`config.mk`:
```
export PLATFORM = sky130hd
export DESIGN_NAME = vreg_wb_arbiter_flat
export DESIGN_NICKNAME = d
export VERILOG_FILES = /design/src/rtl/vreg_wb_arbiter_pkg.sv /design/src/rtl/vreg_wb_arbiter_if.sv /design/src/rtl/vreg_wb_arbiter_fifo.sv /design/src/rtl/vreg_wb_arbiter.sv /design/src/flat_wrapper.sv
export SDC_FILE = /design/constraint.sdc
export NUM_CORES = 1
export LEC_CHECK = 0
export BUFFER_PORTS_ARGS = -buffer_cell sky130_fd_sc_hd__buf_2
export CAP_MARGIN = 30
export CORE_ASPECT_RATIO = 1.25
export CORE_UTILIZATION = 40
export CTS_BUF_LIST = sky130_fd_sc_hd__clkbuf_8
export DETAILED_ROUTE_END_ITERATION = 8
export SETUP_SLACK_MARGIN = 0.5
export SLEW_MARGIN = 25
export SYNTH_ARGS = -nofsm -noshare
export SYNTH_HDL_FRONTEND = slang
export SYNTH_SLANG_ARGS = --single-unit
```
`constraint.sdc`:
```
create_clock -name clk -period 4.96 [get_ports clk]
set_clock_uncertainty 0.1 [all_clocks]
set_input_delay 0.248 -clock clk [delete_from_list [all_inputs] [get_ports clk]]
set_output_delay 0.248 -clock clk [all_outputs]
set_load 0.02 [all_outputs]
```
`src/rtl/vreg_wb_arbiter_pkg.sv`:
```
// vreg_pkg: shared types for the vector register write-back path.
//   LANES/LANE_W/ADDR_W : register geometry (3 lanes x 18 bits, 16 registers)
//   vreg_t              : one packed vector register, lane 0 in the low bits
//   wb_req_t            : one queued write (destination address + data)
//   wb_src_e            : write-back requester identity
package vreg_pkg;

  localparam int unsigned LANES  = 3;
  localparam int unsigned LANE_W = 18;
  localparam int unsigned ADDR_W = 4;
  localparam int unsigned NREGS  = 1 << ADDR_W;

  typedef logic [LANES-1:0][LANE_W-1:0] vreg_t;
  typedef logic [ADDR_W-1:0]            vaddr_t;

  typedef struct packed {
    vaddr_t addr;
    vreg_t  data;
  } wb_req_t;

  typedef enum logic {
    WB_ALU = 1'b0,
    WB_MEM = 1'b1
  } wb_src_e;

  function automatic wb_src_e wb_other(input wb_src_e s);
    return (s == WB_ALU) ? WB_MEM : WB_ALU;
  endfunction

endpackage

```
`src/rtl/vreg_wb_arbiter_if.sv`:
```
// vreg_wb_arbiter_if: bus between the two write-back requesters, the arbiter
// and the register-file write port / hazard logic.
//   alu_valid/alu_ready/alu_addr/alu_data : ALU write-back request
//   mem_valid/mem_ready/mem_addr/mem_data : memory-load write-back request
//   RegWriteW/wa3w/wd3                    : registered register-file write port
//   pend_mask                             : one bit per register with a queued write
// Modports: slave = arbiter side, master = requesters / consumers side.
interface vreg_wb_arbiter_if;
  import vreg_pkg::*;

  logic                 alu_valid;
  logic                 alu_ready;
  logic [ADDR_W-1:0]    alu_addr;
  vreg_t                alu_data;

  logic                 mem_valid;
  logic                 mem_ready;
  logic [ADDR_W-1:0]    mem_addr;
  vreg_t                mem_data;

  logic                 RegWriteW;
  logic [ADDR_W-1:0]    wa3w;
  vreg_t                wd3;
  logic [NREGS-1:0]     pend_mask;

  modport slave (
    input  alu_valid, alu_addr, alu_data,
    input  mem_valid, mem_addr, mem_data,
    output alu_ready, mem_ready,
    output RegWriteW, wa3w, wd3, pend_mask
  );

  modport master (
    output alu_valid, alu_addr, alu_data,
    output mem_valid, mem_addr, mem_data,
    input  alu_ready, mem_ready,
    input  RegWriteW, wa3w, wd3, pend_mask
  );

endinterface

```
`src/rtl/vreg_wb_arbiter_fifo.sv`:
```
// wb_fifo: DEPTH-entry circular buffer of write-back requests.
//   clk, rst              : clock, asynchronous active-high reset
//   push_valid/push_ready : push handshake; ready depends only on the stored count
//   push_data             : request to enqueue
//   pop                   : dequeue the head (ignored when empty)
//   head                  : oldest queued request
//   count                 : number of queued requests
//   nxt_vld/nxt_addr      : per-entry valid/address as they will be after this edge
module wb_fifo
  import vreg_pkg::*;
#(
  parameter int unsigned DEPTH = 2
) (
  input  logic                             clk,
  input  logic                             rst,
  input  logic                             push_valid,
  output logic                             push_ready,
  input  wb_req_t                          push_data,
  input  logic                             pop,
  output wb_req_t                          head,
  output logic [$clog2(DEPTH+1)-1:0]       count,
  output logic [DEPTH-1:0]                 nxt_vld,
  output logic [DEPTH-1:0][ADDR_W-1:0]     nxt_addr
);

  localparam int unsigned PW = (DEPTH > 1) ? $clog2(DEPTH) : 1;
  localparam int unsigned CW = $clog2(DEPTH + 1);

  wb_req_t          store_q [DEPTH];
  logic [DEPTH-1:0] vld_q;
  logic [PW-1:0]    wr_q;
  logic [PW-1:0]    rd_q;
  logic [CW-1:0]    cnt_q;
  logic             push;
  logic             do_pop;

  function automatic logic [PW-1:0] bump(input logic [PW-1:0] p);
    return (p == PW'(DEPTH - 1)) ? '0 : p + PW'(1);
  endfunction

  assign push_ready = (cnt_q < CW'(DEPTH)) && !rst;
  assign push       = push_valid && push_ready;
  assign do_pop     = pop && (cnt_q != '0);
  assign head       = store_q[rd_q];
  assign count      = cnt_q;

  // Push never targets the entry being popped: a push needs count < DEPTH,
  // so wr_q == rd_q with both active would require an empty FIFO to pop.
  always_comb begin
    nxt_vld = vld_q;
    if (do_pop) nxt_vld[rd_q] = 1'b0;
    if (push)   nxt_vld[wr_q] = 1'b1;
    for (int unsigned i = 0; i < DEPTH; i++) begin
      nxt_addr[i] = store_q[i].addr;
      if (push && (wr_q == PW'(i))) nxt_addr[i] = push_data.addr;
    end
  end

  always_ff @(posedge clk or posedge rst) begin
    if (rst) begin
      vld_q <= '0;
      wr_q  <= '0;
      rd_q  <= '0;
      cnt_q <= '0;
    end else begin
      vld_q <= nxt_vld;
      if (push)   wr_q <= bump(wr_q);
      if (do_pop) rd_q <= bump(rd_q);
      unique case ({push, do_pop})
        2'b10:   cnt_q <= cnt_q + CW'(1);
        2'b01:   cnt_q <= cnt_q - CW'(1);
        default: cnt_q <= cnt_q;
      endcase
    end
  end

  always_ff @(posedge clk) begin
    if (push) store_q[wr_q] <= push_data;
  end

endmodule

```
`src/rtl/vreg_wb_arbiter.sv`:
```
// vreg_wb_arbiter: shares the vector register file's single write port between
// the ALU and memory-load write-back paths. Each path queues into its own
// wb_fifo; one head is granted per cycle into the registered write port.
//   clk, rst : clock, asynchronous active-high reset
//   wb       : vreg_wb_arbiter_if.slave (requests, write port, pend_mask)
// Build option WB_RR_EN: defined = round-robin between heads when both are
// valid; undefined = fixed priority, memory over ALU.
module vreg_wb_arbiter
  import vreg_pkg::*;
#(
  parameter int unsigned DEPTH = 2
) (
  input  logic                   clk,
  input  logic                   rst,
  vreg_wb_arbiter_if.slave       wb
);

  localparam int unsigned CW = $clog2(DEPTH + 1);

  wb_req_t                          alu_push, mem_push;
  wb_req_t                          alu_head, mem_head, win;
  logic [CW-1:0]                    alu_cnt, mem_cnt;
  logic                             alu_hv, mem_hv;
  logic                             alu_pop, mem_pop, grant;
  logic [DEPTH-1:0]                 alu_nvld, mem_nvld;
  logic [DEPTH-1:0][ADDR_W-1:0]     alu_naddr, mem_naddr;
  logic [NREGS-1:0]                 pend_nxt;

  logic                             regwrite_q;
  vaddr_t                           wa3w_q;
  vreg_t                            wd3_q;
  logic [NREGS-1:0]                 pend_q;

  assign alu_push = '{addr: wb.alu_addr, data: wb.alu_data};
  assign mem_push = '{addr: wb.mem_addr, data: wb.mem_data};

  wb_fifo #(.DEPTH(DEPTH)) u_alu_fifo (
    .clk        (clk),
    .rst        (rst),
    .push_valid (wb.alu_valid),
    .push_ready (wb.alu_ready),
    .push_data  (alu_push),
    .pop        (alu_pop),
    .head       (alu_head),
    .count      (alu_cnt),
    .nxt_vld    (alu_nvld),
    .nxt_addr   (alu_naddr)
  );

  wb_fifo #(.DEPTH(DEPTH)) u_mem_fifo (
    .clk        (clk),
    .rst        (rst),
    .push_valid (wb.mem_valid),
    .push_ready (wb.mem_ready),
    .push_data  (mem_push),
    .pop        (mem_pop),
    .head       (mem_head),
    .count      (mem_cnt),
    .nxt_vld    (mem_nvld),
    .nxt_addr   (mem_naddr)
  );

  assign alu_hv = (alu_cnt != '0);
  assign mem_hv = (mem_cnt != '0);

`ifdef WB_RR_EN
  wb_src_e rr_q, rr_d;

  always_ff @(posedge clk or posedge rst) begin
    if (rst) rr_q <= WB_ALU;
    else     rr_q <= rr_d;
  end

  always_comb begin
    alu_pop = 1'b0;
    mem_pop = 1'b0;
    rr_d    = rr_q;
    if (alu_hv && mem_hv) begin
      if (rr_q == WB_ALU) alu_pop = 1'b1;
      else                mem_pop = 1'b1;
    end else begin
      alu_pop = alu_hv;
      mem_pop = mem_hv;
    end
    if (alu_pop)      rr_d = wb_other(WB_ALU);
    else if (mem_pop) rr_d = wb_other(WB_MEM);
  end
`else
  always_comb begin
    mem_pop = mem_hv;
    alu_pop = alu_hv && !mem_hv;
  end
`endif

  // pend_mask is built from the post-edge queue contents (plus the write being
  // loaded into the port) so the registered mask matches the registered state.
  always_comb begin
    grant    = alu_pop || mem_pop;
    win      = mem_pop ? mem_head : alu_head;
    pend_nxt = '0;
    for (int unsigned i = 0; i < DEPTH; i++) begin
      if (alu_nvld[i]) pend_nxt[alu_naddr[i]] = 1'b1;
      if (mem_nvld[i]) pend_nxt[mem_naddr[i]] = 1'b1;
    end
    if (grant) pend_nxt[win.addr] = 1'b1;
  end

  always_ff @(posedge clk or posedge rst) begin
    if (rst) begin
      regwrite_q <= 1'b0;
      wa3w_q     <= '0;
      wd3_q      <= '0;
      pend_q     <= '0;
    end else begin
      regwrite_q <= grant;
      if (grant) begin
        wa3w_q <= win.addr;
        wd3_q  <= win.data;
      end
      pend_q <= pend_nxt;
    end
  end

  assign wb.RegWriteW = regwrite_q;
  assign wb.wa3w      = wa3w_q;
  assign wb.wd3       = wd3_q;
  assign wb.pend_mask = pend_q;

endmodule

```
`src/flat_wrapper.sv`:
```
// flat-port wrapper written by rule: the top's interface ports become plain ports
module vreg_wb_arbiter_flat import vreg_pkg::*;
#(
  parameter int unsigned DEPTH = 2
)
  (clk, rst, wb_alu_valid, wb_alu_addr, wb_alu_data, wb_mem_valid, wb_mem_addr, wb_mem_data, wb_alu_ready, wb_mem_ready, wb_RegWriteW, wb_wa3w, wb_wd3, wb_pend_mask);
  vreg_wb_arbiter_if wb_i ();
  input  logic clk;
  input  logic rst;
  input wire logic [$bits(wb_i.alu_valid)-1:0] wb_alu_valid;
  input wire logic [$bits(wb_i.alu_addr)-1:0] wb_alu_addr;
  input wire logic [$bits(wb_i.alu_data)-1:0] wb_alu_data;
  input wire logic [$bits(wb_i.mem_valid)-1:0] wb_mem_valid;
  input wire logic [$bits(wb_i.mem_addr)-1:0] wb_mem_addr;
  input wire logic [$bits(wb_i.mem_data)-1:0] wb_mem_data;
  output wire logic [$bits(wb_i.alu_ready)-1:0] wb_alu_ready;
  output wire logic [$bits(wb_i.mem_ready)-1:0] wb_mem_ready;
  output wire logic [$bits(wb_i.RegWriteW)-1:0] wb_RegWriteW;
  output wire logic [$bits(wb_i.wa3w)-1:0] wb_wa3w;
  output wire logic [$bits(wb_i.wd3)-1:0] wb_wd3;
  output wire logic [$bits(wb_i.pend_mask)-1:0] wb_pend_mask;
  assign wb_i.alu_valid = wb_alu_valid;
  assign wb_i.alu_addr = wb_alu_addr;
  assign wb_i.alu_data = wb_alu_data;
  assign wb_i.mem_valid = wb_mem_valid;
  assign wb_i.mem_addr = wb_mem_addr;
  assign wb_i.mem_data = wb_mem_data;
  assign wb_alu_ready = wb_i.alu_ready;
  assign wb_mem_ready = wb_i.mem_ready;
  assign wb_RegWriteW = wb_i.RegWriteW;
  assign wb_wa3w = wb_i.wa3w;
  assign wb_wd3 = wb_i.wd3;
  assign wb_pend_mask = wb_i.pend_mask;
  vreg_wb_arbiter #(.DEPTH(DEPTH)) u_core (.clk(clk), .rst(rst), .wb(wb_i));
endmodule
```
### Word-level counts from Yosys, hierarchy flattened

Memory sizes are Yosys's and may differ from the RTL's.
Index checks and enable logic that the tools add are counted.

| storage, ports and cells | value |
|---|---|
| register bits after elaboration | 87 |
| bits in writable memories | 232 |
| bits of input ports | 120 |
| output and inout bits | 77 |
| logic and storage cells | 128 |
| memories | 2 |

Memory list:

| memory | words | bits a word | rd ports | clocked after memory_dff | wr ports | RTL line | text |
|---|---|---|---|---|---|---|---|
| u_core.u_alu_fifo.store_q | 2 | 58 | 3 | 0 | 1 | vreg_wb_arbiter_fifo.sv:29 | `wb_req_t store_q [DEPTH];` |
| u_core.u_mem_fifo.store_q | 2 | 58 | 3 | 0 | 1 | vreg_wb_arbiter_fifo.sv:29 |  |

| cells by class | value |
|---|---|
| add/subtract/negate cells | 8 |
| $lt $le $gt $ge | 20 |
| equal/unequal tests | 4 |
| multiplexer cells | 42 |
| bitwise operators | 12 |
| reduce and logical (&&, ||, !) cells | 26 |

Operator list:

| kind | number |
|---|---|
| 2-to-1 mux 16 bit | 5 |
| bitwise OR 16 bit | 4 |
| 2-to-1 mux 58 bit | 1 |
| less-than comparator 4 x 5 -> 1 bit (second input constant) | 5 |
| demux 1 bit (select 4 bit) | 5 |
| greater-or-equal comparator 4 x 1 -> 1 bit (second input constant) | 5 |
| logical AND 1 bit | 19 |
| 2-to-1 mux 1 bit | 17 |
| 2-to-1 mux 4 bit | 4 |
| less-than comparator 1 x 2 -> 1 bit (second input constant) | 4 |
| 2-to-1 mux 2 bit | 4 |
| one-hot mux 2 bit (2 select lines) | 2 |
| nonzero test 2 bit | 4 |
| adder 1 bit (second input constant) | 4 |
| adder 2 x 1 -> 2 bit (second input constant) | 2 |
| AND 2 bit | 2 |
| demux 1 bit (select 1 bit) | 4 |
| equality test 2 x 1 -> 1 bit (second input constant) | 2 |
| equality test 2 bit (second input constant) | 2 |
| greater-or-equal comparator 1 bit (second input constant) | 4 |
| less-than comparator 2 bit (second input constant) | 2 |
| NOT 2 bit | 2 |
| bitwise OR 2 bit | 2 |
| subtractor 2 x 1 -> 2 bit (second input constant) | 2 |
| 3 further kinds | 5 |

### Depth between registers and ports, before layout

Gate-level depths: netlist of run 1.

| depth | value |
|---|---|
| word-level depth | 18 |
| gate-level depth with buffers | 9 |
| depth with buffers taken out | 7 |

### Modules after synthesis

From an unflattened synthesis of run 1, not the netlist that was laid out.

| second synthesis, totals | value |
|---|---|
| cell total of the unflattened synthesis | 896 |
| area, all modules | 12944.9 µm² |

Modules (own cells, without submodules):

| module | instances | cells an instance | area each (µm²) | seq. area each (µm²) |
|---|---|---|---|---|
| wb_fifo | 2 | 215 | 4574.4 | 3633.5 |
| vreg_wb_arbiter | 1 | 466 | 3796.1 | 1876.8 |

### Worst setup path before layout of run 1

OpenSTA, ideal clock, no wires.

| timing path | value |
|---|---|
| path kind | flip-flop to flip-flop |
| start point | reg u_core.u_mem_fifo.cnt_q[1], in the netlist u_core.u_mem_fifo.count[1] |
| end point | reg u_core.pend_q[0], in the netlist u_core.wb.pend_mask[0] |
| setup time | 0.131 ns |
| arrival | 2.836 ns |
| data required time | 4.729 ns |
| slack | 1.893 ns |
| cell stages (with the launch flop) | 7 |
| path buffers | 1 |
| clock period less this slack | 3.067 ns |
| cells stage by stage | dfrtp_1 -> buf_2 -> or4b_4 -> inv_1 -> nor4_1 -> a221oi_1 -> nand3_1 |

| between the ends | value |
|---|---|
| cells in the longest elaborated chain, start to end | 17 |
| elaborated cells on any way between the ends | 43 |
| those cells by class | order compare: 7; mux: 18; bitwise: 6; reduce/logical: 12 |

Ends and longest elaborated chain:

| item | RTL line | text |
|---|---|---|
| start: declaration | vreg_wb_arbiter_fifo.sv:33 | `logic [CW-1:0] cnt_q;` |
| start signal: assignment | vreg_wb_arbiter_fifo.sv:70 | `2'b10: cnt_q <= cnt_q + CW'(1);` |
| start signal: assignment | vreg_wb_arbiter_fifo.sv:71 | `2'b01: cnt_q <= cnt_q - CW'(1);` |
| start signal: assignment | vreg_wb_arbiter_fifo.sv:72 | `default: cnt_q <= cnt_q;` |
| less-than comparator 2 bit | vreg_wb_arbiter_fifo.sv:41 | `assign push_ready = (cnt_q < CW'(DEPTH)) && !rst;` |
| logical AND 1 bit | vreg_wb_arbiter_fifo.sv:41 |  |
| logical AND 1 bit | vreg_wb_arbiter_fifo.sv:42 | `assign push = push_valid && push_ready;` |
| logical AND 1 bit | vreg_wb_arbiter_fifo.sv:55 | `if (push && (wr_q == PW'(i))) nxt_addr[i] = push_data.addr;` |
| 2-to-1 mux 4 bit | vreg_wb_arbiter_fifo.sv:55 |  |
| less-than comparator 4 x 5 -> 1 bit (not written as such) / greater-or-equal comparator 4 x 1 -> 1 bit (equally long branches) | vreg_wb_arbiter.sv:103 | `if (mem_nvld[i]) pend_nxt[mem_naddr[i]] = 1'b1;` |
| logical AND 1 bit (not written as such) | vreg_wb_arbiter.sv:103 |  |
| 2-to-1 mux 1 bit (not written as such) | vreg_wb_arbiter.sv:103 |  |
| [... 2 more ...] | -- |  |
| 2-to-1 mux 16 bit | vreg_wb_arbiter.sv:103 |  |
| bitwise OR 16 bit (no line) | -- |  |
| 2-to-1 mux 16 bit | vreg_wb_arbiter.sv:102 | `if (alu_nvld[i]) pend_nxt[alu_naddr[i]] = 1'b1;` |
| bitwise OR 16 bit (no line) | -- |  |
| 2-to-1 mux 16 bit | vreg_wb_arbiter.sv:103 |  |
| bitwise OR 16 bit (no line) | -- |  |
| 2-to-1 mux 16 bit * | vreg_wb_arbiter.sv:105 | `if (grant) pend_nxt[win.addr] = 1'b1;` |
| named net u_core.pend_nxt[0] | vreg_wb_arbiter.sv:27 | `logic [NREGS-1:0] pend_nxt;` |
| end signal: assignment | vreg_wb_arbiter.sv:120 | `pend_q <= pend_nxt;` |
| end: declaration | vreg_wb_arbiter.sv:32 | `logic [NREGS-1:0] pend_q;` |

The timed path passes the listed nets; every way through them passes the cells marked *.
A chain may end at the register's enable or synchronous reset.

### Final worst setup path of run 1

| timing path | value |
|---|---|
| start point | reg u_core.u_alu_fifo.cnt_q[1], in the netlist u_core.u_alu_fifo.count[1] |
| end point | mem u_core.u_alu_fifo.store_q[0][30] (netlist name), enable pin |

| between the ends | value |
|---|---|
| cells in the longest elaborated chain, start to end | 5 |

Ends and longest elaborated chain:

| item | RTL line | text |
|---|---|---|
| start: declaration | vreg_wb_arbiter_fifo.sv:33 |  |
| start signal: assignment | vreg_wb_arbiter_fifo.sv:70 |  |
| start signal: assignment | vreg_wb_arbiter_fifo.sv:71 |  |
| start signal: assignment | vreg_wb_arbiter_fifo.sv:72 |  |
| less-than comparator 2 bit | vreg_wb_arbiter_fifo.sv:41 |  |
| logical AND 1 bit | vreg_wb_arbiter_fifo.sv:41 |  |
| logical AND 1 bit | vreg_wb_arbiter_fifo.sv:42 |  |
| 2-to-1 mux 1 bit | vreg_wb_arbiter_fifo.sv:78 | `if (push) store_q[wr_q] <= push_data;` |
| 2-to-1 mux 1 bit (not written as such) | vreg_wb_arbiter_fifo.sv:78 |  |
| end: declaration | vreg_wb_arbiter_fifo.sv:29 |  |

Every way passes these cells.

==> impl_metrics.toml, run 1 <==
[flow_run]
maxCapViolations = 0

[synth]
synth-seq-cells = 319
number_of_unique_standard_cell_types_used_by_synthesis = 58
ys_seq_area_share_pct = 70.2
synth-warning-count = 0
post_synthesis_cells = 907
synth-edff-count = 232
syn_nets = 1029
postSynth.topFlopCell = "edfxtp_1"
mappedNetlistArea_mm2 = 0.0130
postSynth.asyncResetShare_pct = 27.3
syn-mean-instance-area_um2 = 14.4

[grt]
grt_use_total_pct = 20.1
grt_antenna_before_repair = 1
grt_pass1_vias = 8973
grt_pass1_wl_um = 50200
overflow = 0
grt_start_max_net_pins = 66

[clock_network]
root_buffer_cell = "clkbuf_8"
worst_setup_hold_path_clk_slew_ps = 60
clock_sink_count = 319
cts_buffer_depth = 3
cts_tree = "built"
clkLatencyLatePin_ps = 570
cts-htree-levels = 2
postCtsSetupBuffers = 0
cts_buffers = 48

[floorplanning]
core.rowCount = 73
die_w_um = 163
chipHeight_um = 204
dieArea_mm2 = 0.0333
ioPinCount = 197
initial_core_util_pct = 40.8
design.core.area_mm2 = 0.0319

[setup_path]
startpoint_type = "flop"
timing.rr.start = "u_core.u_alu_fifo.count[1]"
worstSetupStartpoint = "u_core.u_alu_fifo.count[1]"
timing_worst_setup_path_type = "flop to flop"
cp-end-kind = "flop"
worst_ep_required_time_ps = 5080
worstPathMaxFanout = 31
timing.critical_path.arrival_ps = 3050

[status]
outcome = "completed"

[pwr]
p_clk_share_pct = 22.3
swShare_pct = 37.0
p_switching_mw = 3.22
p_leak_nw = 6.51
ir_drop_mv = 0.334
p_comb_share_pct = 33.9
power.internal_mw = 5.49
seq_power_share_pct = 43.8
p_per_area_mw_per_mm2 = 529

[route]
initialDrtViolationCount = 478
total_number_of_vias = 8767
wl_per_cell_um = 19.7
drt.antenna.violating_nets = 0
vias_per_cell = 5.21
detail_route.drc_violations = 0
number_of_iterations_in_the_first_detailed_routing_pass = 5
totalWireLength_um = 33100

[timing]
rsz0062_at_grt = "no"
slew_headroom_pct = 37.2
timing.final.setup_violations = 0
slew_viol_final = 0
layout_worst_path_cycle_share_pct = 59.2
tightestPinTransition_ps = 933
final_critical_path_setup_slack_ps = 2020
finalHoldViolCount = 0
fmax_mhz = 341
fin_setup_tns_ps = 0
post-route-min-period_ps = 2940
fin_hold_ws_ps = 67.9

[place]
dpl_hpwl_um = 21500
dpl_worst_slack_ps = 2030
gp_routability_congestion = 0.912
io_buffer_count = 196

[worst_hold_path]
min_path_type = "input pin to flop"
timing.hold.worst.start = "wb_alu_valid"

[cells_and_area]
layout-drive-gt1-share_pct = 22.8
nNetsFinal = 1351
area_delta_synth_final_pct = 26.5
final_core_utilization_pct = 51.7
==> state kept, by name, summed over array words and instances (netlist names) <==
signal,count
u_core.u_alu_fifo.count,2
u_core.u_alu_fifo.rd_q,1
u_core.u_alu_fifo.store_q,116
u_core.u_alu_fifo.vld_q,2
u_core.u_alu_fifo.wr_q,1
u_core.u_mem_fifo.count,2
u_core.u_mem_fifo.rd_q,1
u_core.u_mem_fifo.store_q,116
u_core.u_mem_fifo.vld_q,2
u_core.u_mem_fifo.wr_q,1
u_core.wb.RegWriteW,1
u_core.wb.pend_mask,16
u_core.wb.wa3w,4
u_core.wb.wd3,54
==> power by group through the flow <==
stage	Sequential (mW)	Clock [mW]	Combinational, mW
after global routing	3.87	2.13	3.21
after CTS	3.82	2.02	2.97
after floorplan	4.06	0	1.75
after detailed placement	3.86	0	2.89
final	3.81	1.95	2.95
after global placement	3.86	0	2.86
==> cells in the mapped netlist (all sizes together), types with 7 or more instances <==
cell	number	area (um^2)
nor3	7	35.0
edfxtp	232	6970
nand2b	12	75.1
nand2	45	174
clkbuf	21	80.1
dfrtp	87	2180
nor2b	9	56.3
nand3	19	95.1
o22ai	17	106
o32ai	10	87.6
a31oi	9	56.3
mux2i	115	1150
a21oi	64	320
nor2	75	298
o21ai	7	35.0
inv	11	41.3
buf	33	173
nand4	11	68.8
a211oi	59	443
==> critical path: stages (launching register included) <==
cell	delay (ps)
dfrtp_1	480
or4b_1	800
inv_2	660
buf_4	510
==> cell families after synthesis <==
family,after synthesis,share of synthesized area (%)
buf+inv,65,2.26
compound gates,189,9.82
fa+ha+maj,2,0.192
mux,119,9.19
flops,319,70.2
simple gates,205,7.77
xor+xnor,8,0.538
==> final timing paths <==
kind / depth (start not counted) / slack, ps / endpoint
worst max-delay path: 3 / 2020 / u_core.u_alu_fifo.store_q[0][30]
worst min-delay path: 4 / 70 / u_core.u_alu_fifo.wr_q
worst max register to register: 3 / 2020 / u_core.u_alu_fifo.store_q[0][30]
worst min register to register: 2 / 380 / u_core.wb.wa3w[1]
max in group asynchronous: 5 / 3520 / u_core.u_alu_fifo.rd_q
min in group asynchronous: 3 / 200 / u_core.u_mem_fifo.vld_q[0]
==> metrics by stage <==
step	std cells	power (mW)	area, um^2
after floorplan	907	5.81	13000
after global placement	1471	6.72	14400
after detailed placement	1471	6.75	14400
after CTS	1678	8.80	16400
after global routing	1681	9.21	16500
final	1682	8.71	16500
==> layout by cell type (no fill, tap or decap), types with 3 or more instances in the layout <==
cell,Yosys,routed
inv_1,9,33
o32ai_1,10,10
dfrtp_1,87,85
dlygate4sd3_1,0,118
buf_4,1,10
nor4_1,4,4
nor2_1,74,73
a31oi_1,9,9
mux2_2,4,4
clkinv_1,0,4
o32a_1,4,4
o31ai_1,4,4
nand2_1,43,43
o21ai_0,7,7
mux2i_1,115,115
or2_2,3,3
clkbuf_8,0,53
nor2b_1,9,9
a21oi_1,64,64
and2_1,5,5
nand3_1,19,19
o22ai_1,17,17
nor3_1,7,7
buf_2,24,196
xor2_1,3,3
edfxtp_1,232,232
nand2b_1,12,12
a211oi_1,59,59
nand4_1,11,11
a221oi_1,3,3
nor3b_1,3,3
inv_2,2,3
xnor2_1,5,5
==> layout make-up <==
cell class / count / area (um^2)
Fill cell: 2757 / 15400
Clock inverter: 36 / 150
Antenna cell: 2 / 5.00
Timing Repair Buffer: 326 / 2280
Inverter: 11 / 46.3
Clock buffer: 53 / 729
Tap cell: 412 / 515
Sequential cell: 319 / 9150
Multi-Input combinational cell: 523 / 3590
==> layer usage <==
layer  vias up  global-route usage [%]  share of wire [%]
li1       4143                       -                  -
met1      4288                    23.6                 40
met2       269                    35.8                 52
met3        67                    3.58                4.9
met4         0                    8.11                3.1
met5         -                       0                  0
==> timing repair <==
action | CTS | global route
endpoints found under the hold margin | 298 | 0
hold buffers | 118 | 0
gates resized for setup | 0 | 0
Power figures use the tool's default switching activity.
==> inputs of run 2 (changes only) <==
--- a/config.mk
+++ b/config.mk
@@ -5,6 +5,7 @@
 export SDC_FILE = /design/constraint.sdc
 export NUM_CORES = 1
 export LEC_CHECK = 0
+export ABC_AREA = 1
 export BUFFER_PORTS_ARGS = -buffer_cell sky130_fd_sc_hd__buf_2
 export CAP_MARGIN = 30
 export CORE_ASPECT_RATIO = 1.25
==> constraint.sdc (replaced) <==
create_clock -name clk -period 2.6 [get_ports clk]
set_clock_uncertainty 0.1 [all_clocks]
set_input_delay 0.13 -clock clk [delete_from_list [all_inputs] [get_ports clk]]
set_output_delay 0.13 -clock clk [all_outputs]
set_load 0.02 [all_outputs]
==> run 2 against run 1 <==
Compared with the run above: final cell count up 16%; worst hold slack better by 100 ps; critical path depth up 5; design area up 2.3%; combinational power up 110%; sequential power up 86%; global-route usage up 1.6 points; critical path type unchanged; critical endpoint is now u_core.wb.pend_mask[10].
==> impl_metrics.toml, run 2 <==
[timing]
finalHoldViolCount = 0
fmax_mhz = 513
fin_hold_ws_ps = 168
slew_viol_final = 0
timing.final.setup_violations = 0
tightestPinTransition_ps = 791
rsz0062_at_grt = "no"
layout_worst_path_cycle_share_pct = 75.0
post-route-min-period_ps = 1950
slew_headroom_pct = 47.2
fin_setup_tns_ps = 0

[route]
totalWireLength_um = 35200
number_of_iterations_in_the_first_detailed_routing_pass = 5
vias_per_cell = 5.04
detail_route.drc_violations = 0
drt.antenna.violating_nets = 0
total_number_of_vias = 9799
wl_per_cell_um = 18.1
initialDrtViolationCount = 668

[setup_path]
crit_path_max_delay_cell_type = "dfrtp_2"
cp.buffers_inverters = 1
crit_path_top_cell_by_count = "nand3_1"
crit_chain = "inv_2 > nand3_1 > nand2_1 > nand2_2 > nand3_1 > nor2_1 > nor2_1 > nand3_1"
timing_worst_setup_path_type = "flop to flop"
cpLargestDelayFamily = "simple AND/OR/NAND/NOR gates"
timing.critical_path.arrival_ps = 2290
worstPathMaxFanout = 15
startpoint_type = "flop"
worst_ep_required_time_ps = 2950
timing.critical_path.slowest_cell_delay_ps = 490
cp-end-kind = "flop"

[clock_network]
cts-htree-levels = 2
clock_sink_count = 319
worst_setup_hold_path_clk_slew_ps = 60
clkLatencyLatePin_ps = 580
cts_buffer_depth = 3
cts_tree = "built"
cts_buffers = 50
root_buffer_cell = "clkbuf_8"

[place]
placed_cell_areas_mm2 = 0.0145
io_buffer_count = 196
gp_routability_congestion = 0.904
dpl_hpwl_um = 22700

[synth]
synth-warning-count = 0
number_of_unique_standard_cell_types_used_by_synthesis = 29
yosysMostFrequentCell = "nor2_1"
ys_seq_area_share_pct = 70.6
postSynth.asyncResetShare_pct = 27.3
mappedNetlistArea_mm2 = 0.0130
netlist.area_leader.share_pct = 53.8
syn_nets = 1269
postSynth.topFlopCell = "edfxtp_1"
post_synth_main_area_contributors = "edfxtp_1 54%, dfrtp_1 17%, nor2_1 7.6%"
synth-edff-count = 232
synth_top_area_cell = "edfxtp_1"
post_synthesis_cells = 1147
netlist_top_cells_count = "263 x nor2_1, 232 x edfxtp_1, 194 x nand2_1"
synth-seq-cells = 319
syn-mean-instance-area_um2 = 11.3

[floorplanning]
design.core.area_mm2 = 0.0319
core.rowCount = 73
die_w_um = 163
dieArea_mm2 = 0.0331
initial_core_util_pct = 40.6
chipHeight_um = 203
ioPinCount = 197

[cells_and_area]
area_delta_synth_final_pct = 30.1
fill_cells = 2756
finish.instance_area_mm2 = 0.0169
layout-drive-gt1-share_pct = 21.9
commonest_non_fill_non_tap_cell_in_the_layout = "nor2_1"
nNetsFinal = 1612
most-common-layout-cells = "263 x nor2_1, 232 x edfxtp_1, 196 x buf_2"

[pwr]
p_per_area_mw_per_mm2 = 1040
swShare_pct = 38.1
ir_drop_mv = 0.596
seq_power_share_pct = 40.5
p_leak_nw = 6.92
p_clk_share_pct = 24.5
power_mw = 17.5
power.internal_mw = 10.8
p_switching_mw = 6.66
p_comb_share_pct = 35.0

[grt]
grt_pass1_vias = 9988
grt_pass1_wl_um = 54600
grt_antenna_before_repair = 3
overflow = 0
grt_start_max_net_pins = 80
grt_use_total_pct = 21.7

[worst_hold_path]
min_path_type = "input pin to flop"

[flow_run]
maxCapViolations = 0

[status]
outcome = "completed"
## run 2: path summary, 6_finish.rpt
kind,startpoint,end,slack [ps],cells past startpoint
max in group asynchronous,rst,u_core.wb.wd3[46],1530,4
hold / removal,wb_mem_data[29],u_core.u_mem_fifo.store_q[1][29],170,2
setup / recovery,u_core.u_alu_fifo.rd_q,u_core.wb.pend_mask[10],650,8
setup reg to reg,u_core.u_alu_fifo.rd_q,u_core.wb.pend_mask[10],650,8
hold reg to reg,u_core.wb.wa3w[2],u_core.wb.wa3w[2],380,2
min in group asynchronous,rst,u_core.wb.wd3[22],220,3
## run 2: stage by stage
step                      setup slack, ps  instances  util, %
after detailed placement              466       1720     45.4
after floorplan                       471       1147        -
after global placement                489       1720     45.4
after global routing                  525       1946     52.9
final                                 651       1946     52.9
after CTS                             464       1935     52.5
## run 2: final cells by class
type / instances / area, um^2 / area share, %
Clock inverter: 31 / 169 / 1.00
Multi-Input combinational cell: 725 / 3410 / 20.2
Antenna cell: 2 / 5.00 / 0.0297
Timing Repair Buffer: 346 / 2550 / 15.1
Clock buffer: 63 / 867 / 5.14
Tap cell: 412 / 515 / 3.06
Sequential cell: 319 / 9150 / 54.2
Inverter: 48 / 199 / 1.18
## run 2: power groups by stage
| stage | sequential [mW] | clock, mW | combinational [mW] |
|---|---|---|---|
| 2_1_floorplan | 7.71 | 0 | 3.24 |
| 3_3_place_gp | 7.17 | 0 | 5.81 |
| 3_5_place_dp | 7.16 | 0 | 5.91 |
| 4_1_cts | 7.08 | 4.38 | 6.09 |
| 5_1_grt | 7.18 | 4.60 | 6.76 |
| 6_report | 7.08 | 4.29 | 6.12 |
## run 2: kinds of logic after synthesis
family,share of synthesized area [%]
AO/OA/AOI/OAI,6.42
XOR/XNOR,0.270
adder cells (fa/ha/maj),0.193
buffers and inverters,3.53
flip-flops,70.6
AND/OR/NAND/NOR,19.0
## run 2: timing repair
action                                 4_1_cts  5_1_grt
buffers inserted                             2        8
endpoints found under the hold margin      263        0
setup endpoints to repair                   43      160
hold buffers                               119        0
pin swaps                                    0        2
gates resized for setup                      1        6
gates cloned                                 0        1
## run 2: routing by layer
layer	track usage, %	up-vias	share of wire [%]
li1	-	4709	-
met1	25.6	4709	40
met2	38.6	295	52
met3	3.62	84	4.6
met4	9.45	2	3.4
met5	0	-	0.023
## run 2: worst reg2reg max path, cell delays in order (launching register included)
cell and delay [ps]:
dfrtp_2 490, inv_2 280, nand3_1 180, nand2_1 100
nand2_2 110, nand3_1 170, nor2_1 70, nor2_1 200
nand3_1 110
==> inputs of run 3 (changes only) <==
--- a/config.mk
+++ b/config.mk
@@ -5,7 +5,7 @@
 export SDC_FILE = /design/constraint.sdc
 export NUM_CORES = 1
 export LEC_CHECK = 0
-export ABC_AREA = 1
+export ABC_AREA = 0
 export BUFFER_PORTS_ARGS = -buffer_cell sky130_fd_sc_hd__buf_2
 export CAP_MARGIN = 30
 export CORE_ASPECT_RATIO = 1.25
==> constraint.sdc (replaced) <==
create_clock -name clk -period 1.59 [get_ports clk]
set_clock_uncertainty 0.1 [all_clocks]
set_input_delay 0.0795 -clock clk [delete_from_list [all_inputs] [get_ports clk]]
set_output_delay 0.0795 -clock clk [all_outputs]
set_load 0.02 [all_outputs]
==> run 3 against run 2 <==
Compared with the run above: the flow now finishes with violations (negative hold slack, negative setup slack); worst setup slack got worse by 990 ps; clock power rose by 63%; count of clock-buffer cells in the layout fell by 1; sequential share of layout area fell by 14 points; worst hold slack got worse by 320 ps.
==> impl_metrics.toml, run 3 (synthesized netlist as in run 1, its figures left out) <==
[status]
outcome = "complete, but fails checks"
failed_checks = "negative hold slack, negative setup slack"

[timing]
fmax_mhz = 518
fin_setup_tns_ps = -54890
slew_headroom_pct = 72.8
tightestPinTransition_ps = 409
timing.final.setup_violations = 306
fin_hold_ws_ps = -156
finalHoldViolCount = 3
layout_worst_path_cycle_share_pct = 122
rsz0062_at_grt = "yes"
slew_viol_final = 0
post-route-min-period_ps = 1930
final_critical_path_setup_slack_ps = -342

[clock_network]
worst_setup_hold_path_clk_slew_ps = 70
root_buffer_cell = "clkbuf_8"
clock_sink_count = 319
cts_tree = "built"
clkLatencyLatePin_ps = 600
post_cts_hold_buffer_count = 121
cts_buffers = 51
cts-htree-levels = 2
cts_buffer_depth = 3

[pwr]
p_per_area_mw_per_mm2 = 1820
p_leak_nw = 8.92
power_mw = 40.9
ir_drop_mv = 1.13

[route]
routed-wl-met2_um = 24500
total_number_of_vias = 10586
wl_per_cell_um = 23.4
drt.antenna.violating_nets = 0
vias_per_cell = 5.31
totalWireLength_um = 46500
detailroute.wirelength.met3_um = 2230
detail_route.drc_violations = 0
top_layer_used = "met4"
drt-met1-wl_um = 18100
initialDrtViolationCount = 503
number_of_iterations_in_the_first_detailed_routing_pass = 5

[flow_run]
maxCapViolations = 0

[setup_path]
timing.critical_path.slowest_cell_delay_ps = 490
timing.critical_path.arrival_ps = 2290
cpLargestDelayFamily = "flip-flops"
crit_path_max_delay_cell_type = "dfrtp_4"
timing_worst_setup_path_type = "flop to flop"
worstPathMaxFanout = 8
cp-end-kind = "flop"
worst_ep_required_time_ps = 1950
startpoint_type = "flop"
cp.buffers_inverters = 3
crit_chain = "buf_6 > buf_12 > buf_16 > mux2i_1 > nor2_4 > a211oi_2 > a21oi_1"

[floorplanning]
design.core.area_mm2 = 0.0319
core.rowCount = 73
die_w_um = 163
dieArea_mm2 = 0.0333
initial_core_util_pct = 40.8
chipHeight_um = 204
ioPinCount = 197

[worst_hold_path]
min_path_type = "input pin to flop"

[place]
placed_cell_areas_mm2 = 0.0158
dpl_hpwl_um = 24200
io_buffer_count = 196
gp_routability_congestion = 0.946
dpl_worst_slack_ps = -384

[grt]
grt_pass1_wl_um = 64400
grt_antenna_before_repair = 1
grt_pass1_vias = 11088
grt_start_max_net_pins = 39
grt_use_total_pct = 26.1
overflow = 0

[cells_and_area]
area_delta_synth_final_pct = 72.9
nNetsFinal = 1659
finish.instance_area_mm2 = 0.0225
commonest_non_fill_non_tap_cell_in_the_layout = "edfxtp_1"
most-common-layout-cells = "232 x edfxtp_1, 153 x buf_4, 136 x buf_6"
layout-drive-gt1-share_pct = 51.2
fill_cells = 2057
[run 3: cell types whose count changed in the layout (fill, tap and decap cells not counted), moves of 54 or more]
| cell | change |
|---|---|
| a211oi_2 | +55 |
| a21oi_1 | +56 |
| a41oi_1 | -54 |
| buf_2 | -77 |
| buf_4 | +135 |
| buf_6 | +134 |
| mux2i_1 | +85 |
| nand2_1 | -161 |
| nand3_1 | -85 |
| nor2_1 | -232 |
| o21ai_0 | -55 |
[run 3: worst reg2reg max path, stage by stage (launching register included)]
cell	delay, ps
dfrtp_4	490
buf_6	120
buf_12	180
buf_16	190
mux2i_1	370
nor2_4	50
a211oi_2	200
a21oi_1	90
[run 3: stage by stage]
step / instances / util [%]
after floorplan: 907 / -
after global placement: 1589 / 49.6
after detailed placement: 1589 / 49.6
after CTS: 1930 / 65.6
after global routing: 1992 / 70.6
final: 1992 / 70.6
[run 3: metal layers]
layer / vias to the layer above / GRT usage, %
met5: - / 0
met4: 0 / 8.41
met3: 109 / 4.98
met2: 369 / 47.2
met1: 5329 / 30.9
li1: 4779 / -
[run 3: path summary, 6_finish.rpt]
path                                                  startpoint                          to  slack [ps]  depth (start not counted)
min in group asynchronous                                    rst      u_core.u_alu_fifo.wr_q         140                          4
worst min-delay path                                wb_mem_valid  u_core.u_mem_fifo.vld_q[1]        -160                          4
worst max register to register            u_core.u_alu_fifo.rd_q            u_core.wb.wd3[1]        -340                          7
worst max-delay path                      u_core.u_alu_fifo.rd_q            u_core.wb.wd3[1]        -340                          7
max in group asynchronous                                    rst      u_core.u_alu_fifo.rd_q         670                          5
worst min register to register  u_core.u_mem_fifo.store_q[0][31]           u_core.wb.wd3[31]         430                          2
[run 3: repair_timing]
item	in CTS	in global routing
endpoints found under the hold margin	330	3
resized for setup	332	194
gates cloned	32	14
pin swaps	63	75
endpoints found under the setup margin	396	396
setup buffers	93	47
[run 3: cell type report]
type / count / area, um^2 / share of cell area, %
Sequential cell: 319 / 9150 / 40.7
Multi-Input combinational cell: 523 / 4950 / 22.0
Inverter: 11 / 88.8 / 0.395
Antenna cell: 1 / 2.50 / 0.0111
Tap cell: 412 / 515 / 2.29
Timing Repair Buffer: 630 / 6770 / 30.1
Clock inverter: 33 / 161 / 0.717
Timing Repair inverter: 1 / 16.3 / 0.0723
Clock buffer: 62 / 853 / 3.79
[run 3: power by group]
part           internal [mW]  switching (mW)
logic                   11.8            10.1
registers               10.7            1.27
clock network           3.68            3.33
